==> config.mk <==
export PLATFORM = sky130hd
export DESIGN_NAME = accumulator_nbit
export DESIGN_NICKNAME = d
export VERILOG_FILES = /design/src/rtl/accumulator_nbit.sv
export SDC_FILE = /design/constraint.sdc
export NUM_CORES = 1
export LEC_CHECK = 0
export ABC_AREA = 1
export CAP_MARGIN = 25
export CORE_MARGIN = 1.5
export CORE_UTILIZATION = 35
export DETAILED_ROUTE_END_ITERATION = 7
export GPL_TIMING_DRIVEN = 0
export HOLD_SLACK_MARGIN = 0.02
export PLACE_DENSITY = 0.68
export SLEW_MARGIN = 20
export SYNTH_ARGS = -nofsm -noshare
export SYNTH_HDL_FRONTEND = slang
export SYNTH_SLANG_ARGS = --single-unit
==> constraint.sdc <==
create_clock -name clk -period 1.5 [get_ports clk]
set_input_delay 0.3 -clock clk [delete_from_list [all_inputs] [get_ports clk]]
set_output_delay 0.3 -clock clk [all_outputs]
set_load 0.02 [all_outputs]
==> src/rtl/accumulator_nbit.sv <==
// Frame accumulator: sums frame_len unsigned operands per frame and presents
// the modulo-2^BIT_WIDTH sum plus a sticky carry-out flag with valid/ready handshake.
module accumulator_nbit #(
  parameter int unsigned BIT_WIDTH = 4,
  parameter int unsigned LEN_WIDTH = 4
) (
  input  logic                 clk,
  input  logic                 rst,
  input  logic                 start,
  input  logic [LEN_WIDTH-1:0] frame_len,
  input  logic                 in_valid,
  input  logic [BIT_WIDTH-1:0] in_data,
  output logic                 in_ready,
  output logic                 out_valid,
  input  logic                 out_ready,
  output logic [BIT_WIDTH-1:0] out_sum,
  output logic                 out_overflow,
  output logic                 busy
);

  localparam int unsigned SUM_WIDTH = BIT_WIDTH + 1;

  typedef enum logic [1:0] {
    IDLE  = 2'd0,
    ACCUM = 2'd1,
    DONE  = 2'd2
  } state_e;

  state_e               state_q, state_d;
  logic [BIT_WIDTH-1:0] acc_q, acc_d;
  logic [LEN_WIDTH-1:0] cnt_q, cnt_d;
  logic                 ovf_q, ovf_d;
  logic [BIT_WIDTH-1:0] sum_q, sum_d;
  logic                 sum_ovf_q, sum_ovf_d;
  logic [SUM_WIDTH-1:0] add_c;
  logic                 accept_c;

  // Carry-out of the top operand bit lands in add_c[BIT_WIDTH].
  assign add_c    = SUM_WIDTH'(acc_q) + SUM_WIDTH'(in_data);
  assign accept_c = (state_q == ACCUM) && in_valid;

  always_ff @(posedge clk) begin
    if (rst) begin
      state_q   <= IDLE;
      acc_q     <= '0;
      cnt_q     <= '0;
      ovf_q     <= 1'b0;
      sum_q     <= '0;
      sum_ovf_q <= 1'b0;
    end else begin
      state_q   <= state_d;
      acc_q     <= acc_d;
      cnt_q     <= cnt_d;
      ovf_q     <= ovf_d;
      sum_q     <= sum_d;
      sum_ovf_q <= sum_ovf_d;
    end
  end

  always_comb begin
    state_d   = state_q;
    acc_d     = acc_q;
    cnt_d     = cnt_q;
    ovf_d     = ovf_q;
    sum_d     = sum_q;
    sum_ovf_d = sum_ovf_q;
    unique case (state_q)
      IDLE: begin
        if (start && (frame_len != '0)) begin
          cnt_d   = frame_len;
          acc_d   = '0;
          ovf_d   = 1'b0;
          state_d = ACCUM;
        end
      end
      ACCUM: begin
        if (accept_c) begin
          acc_d = add_c[BIT_WIDTH-1:0];
          ovf_d = ovf_q | add_c[BIT_WIDTH];
          cnt_d = cnt_q - LEN_WIDTH'(1);
          // Last operand: capture the result so it survives the next frame's clear.
          if (cnt_q == LEN_WIDTH'(1)) begin
            sum_d     = add_c[BIT_WIDTH-1:0];
            sum_ovf_d = ovf_q | add_c[BIT_WIDTH];
            state_d   = DONE;
          end
        end
      end
      DONE: begin
        if (out_ready) begin
          state_d = IDLE;
        end
      end
      default: state_d = IDLE;
    endcase
  end

  assign in_ready     = (state_q == ACCUM);
  assign out_valid    = (state_q == DONE);
  assign busy         = (state_q != IDLE);
  assign out_sum      = sum_q;
  assign out_overflow = sum_ovf_q;

endmodule

-- Word level (Yosys, flattened, before mapping)
Index checks and enable logic that the tools add are counted.
- reduce and logical (&&, ||, !) cells: 9
- bitwise logic cells: 1
- add/subtract/negate cells: 2
- eq/ne operators: 7
- mux-type cells: 14
- operators by type and width (kind ; count):
    two-way mux 4 bit ; 4
    one-hot mux 4 bit (2 select lines) ; 2
    two-way mux 2 bit ; 4
    inequality test 2 x 1 -> 1 bit (second input constant) ; 3
    one-hot mux 2 bit (3 select lines) ; 1
    AND reduction 3 bit ; 2
    adder 4 x 4 -> 5 bit ; 1
    == test 4 x 1 -> 1 bit (second input constant) ; 1
    AND reduction 4 bit ; 1
    nonzero test 2 bit ; 2
    nonzero test 4 bit ; 1
    subtractor 4 x 1 -> 4 bit (second input constant) ; 1
    == test 2 x 1 -> 1 bit (second input constant) ; 1
    == test 2 bit (second input constant) ; 1
    logical AND 1 bit ; 2
    logical NOT 2 bit ; 1
    two-way mux 1 bit ; 2
    inequality test 2 bit (second input constant) ; 1
    one-hot mux 1 bit (2 select lines) ; 1
    OR 1 bit ; 1
- logic and storage cells: 39
- register bits after elaboration: 16
- bits of input ports: 13
- output and inout port bits: 8

-- Longest topological paths before layout
Gate-level depths: netlist of run 1.
- depth after elaboration: 4
- depth in mapped cells: 9
- gate-level depth less buffers: 9

-- Worst setup path after synthesis of run 1
No wires, ideal clock.
- kind: reg-to-reg
- start point: reg acc_q[0]
- end point: reg ovf_q
- path buffers: 0
- period minus slack after synthesis: 1.380 ns
- library setup time: 0.069 ns
- setup slack: 0.120 ns
- data required time: 1.431 ns
- cell stages (with the launch flop): 8
- data arrival time: 1.310 ns
- path through: dfxtp_1 ha_1 inv_1 fa_1 nand3b_1 nand3b_1 nand2_1 a21oi_2
- longest elaborated chain between the ends: 4
- RTL lines (element ; RTL line ; RTL):
    from (decl) ; 30 ; logic [BIT_WIDTH-1:0] acc_q, acc_d;
    from (signal assigned) ; 45 ; acc_q <= '0;
    from (signal assigned) ; 52 ; acc_q <= acc_d;
    adder 4 x 4 -> 5 bit ; 39 ; assign add_c = SUM_WIDTH'(acc_q) + SUM_WIDTH'(in_data);
    OR 1 bit ; 79 ; ovf_d = ovf_q | add_c[BIT_WIDTH];
    two-way mux 1 bit ; 77 ; if (accept_c) begin
    one-hot mux 1 bit (2 select lines) ; 67 ; unique case (state_q)
    to (signal assigned) ; 54 ; ovf_q <= ovf_d;
    to (decl) ; 32 ; logic ovf_q, ovf_d;
Every way passes these cells. The select of a mux whose other input is x is not followed.
A chain may end at the register's enable or synchronous reset.

-- Worst setup path after layout of run 1
- start point: reg state_q[0]
- end point: out busy
- longest elaborated chain between the ends: 1
- RTL lines (element ; RTL line ; RTL):
    from (decl) ; 29 ; state_e state_q, state_d;
    from (signal assigned) ; 51 ; state_q <= state_d;
    nonzero test 2 bit ; 100 ; assign busy = (state_q != IDLE);
    to (decl) ; 18 ; output logic busy
Every way passes these cells.

==> flow_summary.ini, run 1 <==
[clock_network]
cts-htree-levels = 1
cts_root_buf = clkbuf_4
clk_latency_ns = 0.29
clock-sinks = 16
cts_tree = built
clk_pin_slew_ns = 0.10
cts.path.max_buffers = 2
cts_buffers = 3

[timing]
fin_skew_ns = 0.01129
fin_ws_ns = 0.05271
period_needed_ns = 1.447
worstMarginPinSlew_ns = 0.6657
finalHoldViolCount = 0
setup_viol = 0
slew-limit-headroom_pct = 55.62
rsz0062_at_grt = yes
timing.hold.ws_ns = 0.4977
fmax_mhz = 690.9
period_share_pct = 96.49
drv_slew = 0

[power]
combPwrFrac_pct = 29.2
sw_frac_of_total_pct = 32.49
p_clk_share_pct = 23.2
switchingPower_uw = 321.4
p_leak_nw = 0.5731
power_density_nw_per_um2 = 776.7
seqPwrFrac_pct = 47.6
vdd_drop_max_mv = 0.4751
p_int_uw = 667.9

[placed_design]
io_buffers = 20
dp_hpwl_mm = 1.553
placed_area_um2 = 1222
place.gp.congestion = 0.8311
preCtsSetupSlack_ns = -0.4354
placed_cells = 182

[layout]
diodes = 0
multi_input_area_um2 = 614.3
fillers = 293
drive_above_1_share_pct = 23.87
fin_cells = 186
final_util_pct = 47.00
layout_commonest_cell = nand2_1
nets = 177
most-common-layout-cells = nand2_1, nor2_1, inv_1, nand3_1, dfxtp_1
regArea_um2 = 324.1
syn2layout_area_growth_pct = 29.52
fin_area_um2 = 1274

[drt]
avgRoutedWirePerCell_um = 10.96
wirelength_mm = 2.038
ant_nets = 0
viasPerCell = 4.796
drc = 0
routed-via-count = 892
drt_pass1_iterations = 2
drt_iter0_markers = 8

[setup_path]
worstPathRequired_ns = 1.20
crit_type = flop to primary output
cp_slowest_stage_delay_ns = 0.37
arrival_ns = 1.15
start_kind = flop
cp_num_cells = 3
cp_cell_sequence = nor2_4 -> inv_1 -> clkdlybuf4s15_1
ff2ff_path_depth = 7
cp-end-kind = primary output
cp_max_fo = 4
cp_num_buf_inv = 2
critPathSlowestCell = dfxtp_2
crit_family = flip-flops

[worst_hold_path]
hp-class = flop to flop
hold_depth = 2

[status]
status = finished clean

[logic_synthesis]
synth_nets = 151
ys_seq_elements = 16
ys_async_sr_fraction_pct = 0
syn_inst = 131
synth-edff-count = 0
ys_types = 25
ys_seq_area_share_pct = 32.57
synth_area_um2 = 983.4
synth_flop_cell = dfxtp_1
ys_warn_count = 0
avgSynthCellArea_um2 = 7.507

[floorplanning]
ios = 21
dieArea_um2 = 3137
rows = 19
fp.dieH_um = 56.01
initial_core_util_pct = 36.29
core-area_um2 = 2710
fp.dieW_um = 56.01

[global_route]
grt_overflow = 0
grt_pass1_vias = 863
grt_usage_pct = 14.10
grt_max_degree = 11
grt_pass1_wl_mm = 3.553
grt_antenna_before_repair = 0

[flow_run]
maxCapViolCount = 0
## cell type report
type                       count  area share, %
timing repair buffer          21          14.83
sequential                    16          25.44
inverter                      17          5.501
clock buffer                   3          1.768
multi-input combinational     96          48.23
buffer                         2          1.179
tap                           31          3.045
## final timing paths
path	from	to	slack [ns]
hold reg to reg	out_sum[1]	out_sum[1]	0.50
hold / removal	out_sum[1]	out_sum[1]	0.50
setup / recovery	state_q[0]	busy	0.05
setup reg to reg	acc_q[0]	ovf_q	0.11
## stage by stage
step / power (mW) / TNS [ns]
6_report: 0.9893 / 0
5_1_grt: 1.057 / -0.04323
4_1_cts: 0.9836 / -0.006843
3_5_place_dp: 0.7600 / -2.841
3_3_place_gp: 0.7556 / -2.632
2_1_floorplan: 0.6699 / 0
## cell families (layout without fill, tap and decap cells)
family                   Yosys count  in the layout  synth area share, %
AND/OR/NAND/NOR                   69             69                36.26
AO/OA/AOI/OAI                     19             19                11.96
buffers and inverters             19             43                8.650
flip-flops                        16             16                32.57
adder cells (fa/ha/maj)            7              7                9.669
XOR/XNOR                           1              1               0.8907
## worst reg2reg max path, stage by stage, from the launching register on
cell      delay [ns]
dfxtp_2         0.36
ha_4            0.13
inv_2           0.03
fa_2            0.35
nand3b_1        0.17
nand3b_1        0.11
nand2_1         0.07
a21oi_2         0.10
## repair_timing
action / CTS / global route
setup endpoints to repair: 14 / 10
setup buffers: 0 / 1
hold buffers: 0 / 0
pin swaps: 3 / 5
resized for setup: 21 / 9
## power by group through the flow
stage	clock network [mW]	logic [mW]	registers, mW
floorplan	0	0.193	0.477
global placement	0	0.279	0.476
detailed placement	0	0.282	0.478
CTS	0.233	0.280	0.470
global route	0.256	0.325	0.476
finish	0.230	0.289	0.471
## routing by layer
| metal | wire, um | share of wire, % | vias to the layer above | global-route usage [%] |
|---|---|---|---|---|
| li1 | - | - | 472 | - |
| met1 | 969 | 48 | 397 | 18.53 |
| met2 | 970 | 48 | 17 | 22.35 |
| met3 | 60 | 2.9 | 6 | 2.326 |
| met4 | 37 | 1.8 | 0 | 6.803 |
| met5 | 0 | 0 | - | 0 |
## sequential cells by signal, indices dropped and copies added (netlist names)
name          count
ovf_q             1
cnt_q             4
acc_q             4
out_overflow      1
state_q           2
out_sum           4
## cells in the mapped netlist, types with 2 or more instances
| master | count | area share (%) |
|---|---|---|
| nand3_1 | 13 | 6.6 |
| o21ai_1 | 4 | 2.0 |
| a21oi_1 | 6 | 3.1 |
| nand2_2 | 4 | 2.5 |
| dfxtp_1 | 16 | 33 |
| nand3b_1 | 2 | 1.5 |
| nand2_1 | 21 | 8.0 |
| inv_1 | 15 | 5.7 |
| nand2_4 | 2 | 2.3 |
| ha_1 | 6 | 7.6 |
| nor2_1 | 21 | 8.0 |
| a21oi_2 | 6 | 5.3 |
| o21ai_0 | 3 | 1.5 |
Note: power is estimated with default switching activity, not from simulation.
==> run 2, diff against run 1 <==
--- a/config.mk
+++ b/config.mk
@@ -13,6 +13,7 @@
 export GPL_TIMING_DRIVEN = 0
 export HOLD_SLACK_MARGIN = 0.02
 export PLACE_DENSITY = 0.68
+export SETUP_SLACK_MARGIN = 0.5
 export SLEW_MARGIN = 20
 export SYNTH_ARGS = -nofsm -noshare
 export SYNTH_HDL_FRONTEND = slang
==> run 2 against run 1 <==
Clock power down 3%. Die area unchanged. Via count up 8.2%. Cell area up 23%. Non-clock buffer count up 9. Sequential share of layout area down 3.6 points. Sequential power up 2%. Clock skew down 0.0079 ns. Setup slack better by 0.056 ns. Core utilization up 11 points. Critical path type is now flop to flop. Largest cell class unchanged.
==> flow_summary.ini, run 2 (synthesis results as in run 1) <==
[setup_path]
worstReg2RegStart = acc_q[0]
ff2ff_path_depth = 7
start_kind = flop
cp_max_fo = 2
cp-startpoint = acc_q[0]
arrival_ns = 1.61
crit_path_frequent_cell = nand3b_1
cp_cell_sequence = ha_4 -> inv_2 -> fa_2 -> nand3b_1 -> nand3b_1 -> nand2_1 -> a21oi_2
worstPathRequired_ns = 1.72
crit_type = flop to flop
r2r_slack_ns = 0.11
critPathSlowestCell = dfxtp_2
r2r_end = ovf_q
cp_slowest_stage_delay_ns = 0.36
worstSetupEndpoint = ovf_q
cp-end-kind = flop

[layout]
syn2layout_area_growth_pct = 58.78
fin_cells = 196
nets = 187
diodes = 0
layout_commonest_cell = nand2_1
fin_area_um2 = 1562
drive_above_1_share_pct = 49.70
most-common-layout-cells = nand2_1, nor2_1, buf_6

[floorplanning]
initial_core_util_pct = 36.29
dieArea_um2 = 3137
ios = 21
fp.dieW_um = 56.01
rows = 19
core-area_um2 = 2710
fp.dieH_um = 56.01

[clock_network]
cts-htree-levels = 1
clk_latency_ns = 0.27
cts.path.max_buffers = 2
clock-sinks = 16
cts_root_buf = clkbuf_4
cts_buffers = 3
clk_pin_slew_ns = 0.10
cts_tree = built

[timing]
period_needed_ns = 1.392
rsz0062_at_grt = yes
fin_skew_ns = 0.003389
worstMarginPinSlew_ns = 0.3113
drv_slew = 0
finalHoldViolCount = 0
fmax_mhz = 718.6
slew-limit-headroom_pct = 79.25
timing.hold.ws_ns = 0.4991
period_share_pct = 92.77
setup_viol = 0

[drt]
drc = 0
avgRoutedWirePerCell_um = 12.37
drt_pass1_iterations = 4
routed-via-count = 965
ant_nets = 0
drt_iter0_markers = 13
viasPerCell = 4.923
wirelength_mm = 2.424

[global_route]
grt_pass1_vias = 947
grt_max_degree = 11
grt_pass1_wl_mm = 4.071
grt_antenna_before_repair = 0
grt_use_met2_pct = 29.41
met3_usage_pct = 3.721
grt_overflow = 0
use_met1_pct = 18.90
top_usage_layer = met2
grt_usage_pct = 15.81

[worst_hold_path]
hp-class = flop to flop

[placed_design]
io_buffers = 20
place.gp.congestion = 0.7915
placed_area_um2 = 1319
dp_hpwl_mm = 1.663
placed_cells = 182

[flow_run]
maxCapViolCount = 0

[power]
vdd_drop_max_mv = 0.4760
p_leak_nw = 0.6595
power_density_nw_per_um2 = 713.7
finalPower_mw = 1.114

[status]
status = finished clean
## run 2: cell types whose count changed in the layout (fill, tap and decap cells not counted), moves of 3 or more
cell | previous run | this run
dfxtp_1 | 13 | 5
dfxtp_2 | 3 | 8
ha_4 | 1 | 4
buf_6 | 1 | 10
nand3_2 | 1 | 4
buf_4 | 1 | 8
dlygate4sd2_1 | 7 | 3
nand3_1 | 13 | 9
inv_1 | 13 | 9
nand2_2 | 4 | 7
dfxtp_4 | 0 | 3
nor2_1 | 20 | 16
nand2_1 | 21 | 17
## run 2: worst max-delay path, delay by kind of cell (launching register included)
family	cells	cell delay [ns]
buffers and inverters	1	0.03
and+or+nand+nor	3	0.35
DFF	1	0.36
adders and majority gates	2	0.49
AOI/OAI and AO/OA	1	0.10
## run 2: stage by stage
stage | setup WS [ns] | utilization, % | setup TNS (ns)
after global routing | 0.01729 | 57.62 | 0
final | 0.1084 | 57.62 | 0
after global placement | -0.3982 | 48.66 | -2.323
after CTS | 0.09862 | 53.74 | 0
after detailed placement | -0.4170 | 48.66 | -2.565
after floorplan | 0.1841 | - | 0
## run 2: power breakdown
part | internal, mW | total (mW) | switching, mW | leakage, nW
sequential | 0.449 | 0.480 | 0.0304 | 0.136
clock | 0.0928 | 0.223 | 0.131 | 0.0138
combinational | 0.199 | 0.411 | 0.212 | 0.509
## run 2: layout make-up
type | count | area, um^2
Multi-Input combinational cell | 97 | 755.7
Fill cell | 266 | 1149
Inverter | 17 | 88.84
Tap cell | 31 | 38.79
Timing Repair Buffer | 30 | 289.0
Sequential cell | 16 | 341.6
Buffer | 2 | 25.02
Clock buffer | 3 | 22.52
## run 2: worst min path at each step
stage / to / cells after the start / slack (ns) / from
floorplan: state_q[1] / 3 / 0.46 / out_ready
finish: ovf_q / 2 / 0.50 / ovf_q
global route: ovf_q / 2 / 0.53 / ovf_q
CTS: acc_q[1] / 3 / 0.50 / in_valid
global placement: out_sum[1] / 2 / 0.48 / out_sum[1]
detailed placement: out_sum[1] / 2 / 0.48 / out_sum[1]
## run 2: routing by layer
layer | vias up | share of wire (%)
li1 | 496 | -
met1 | 440 | 41
met2 | 27 | 54
met3 | 2 | 4.8
met4 | 0 | 0.41
met5 | - | 0
## run 2: what timing repair did
item,in CTS,in global routing
endpoints found under the setup margin,24,24
cloned,1,0
hold buffers,0,0
pin swaps,11,4
buffers inserted,5,5
resized for setup,73,16
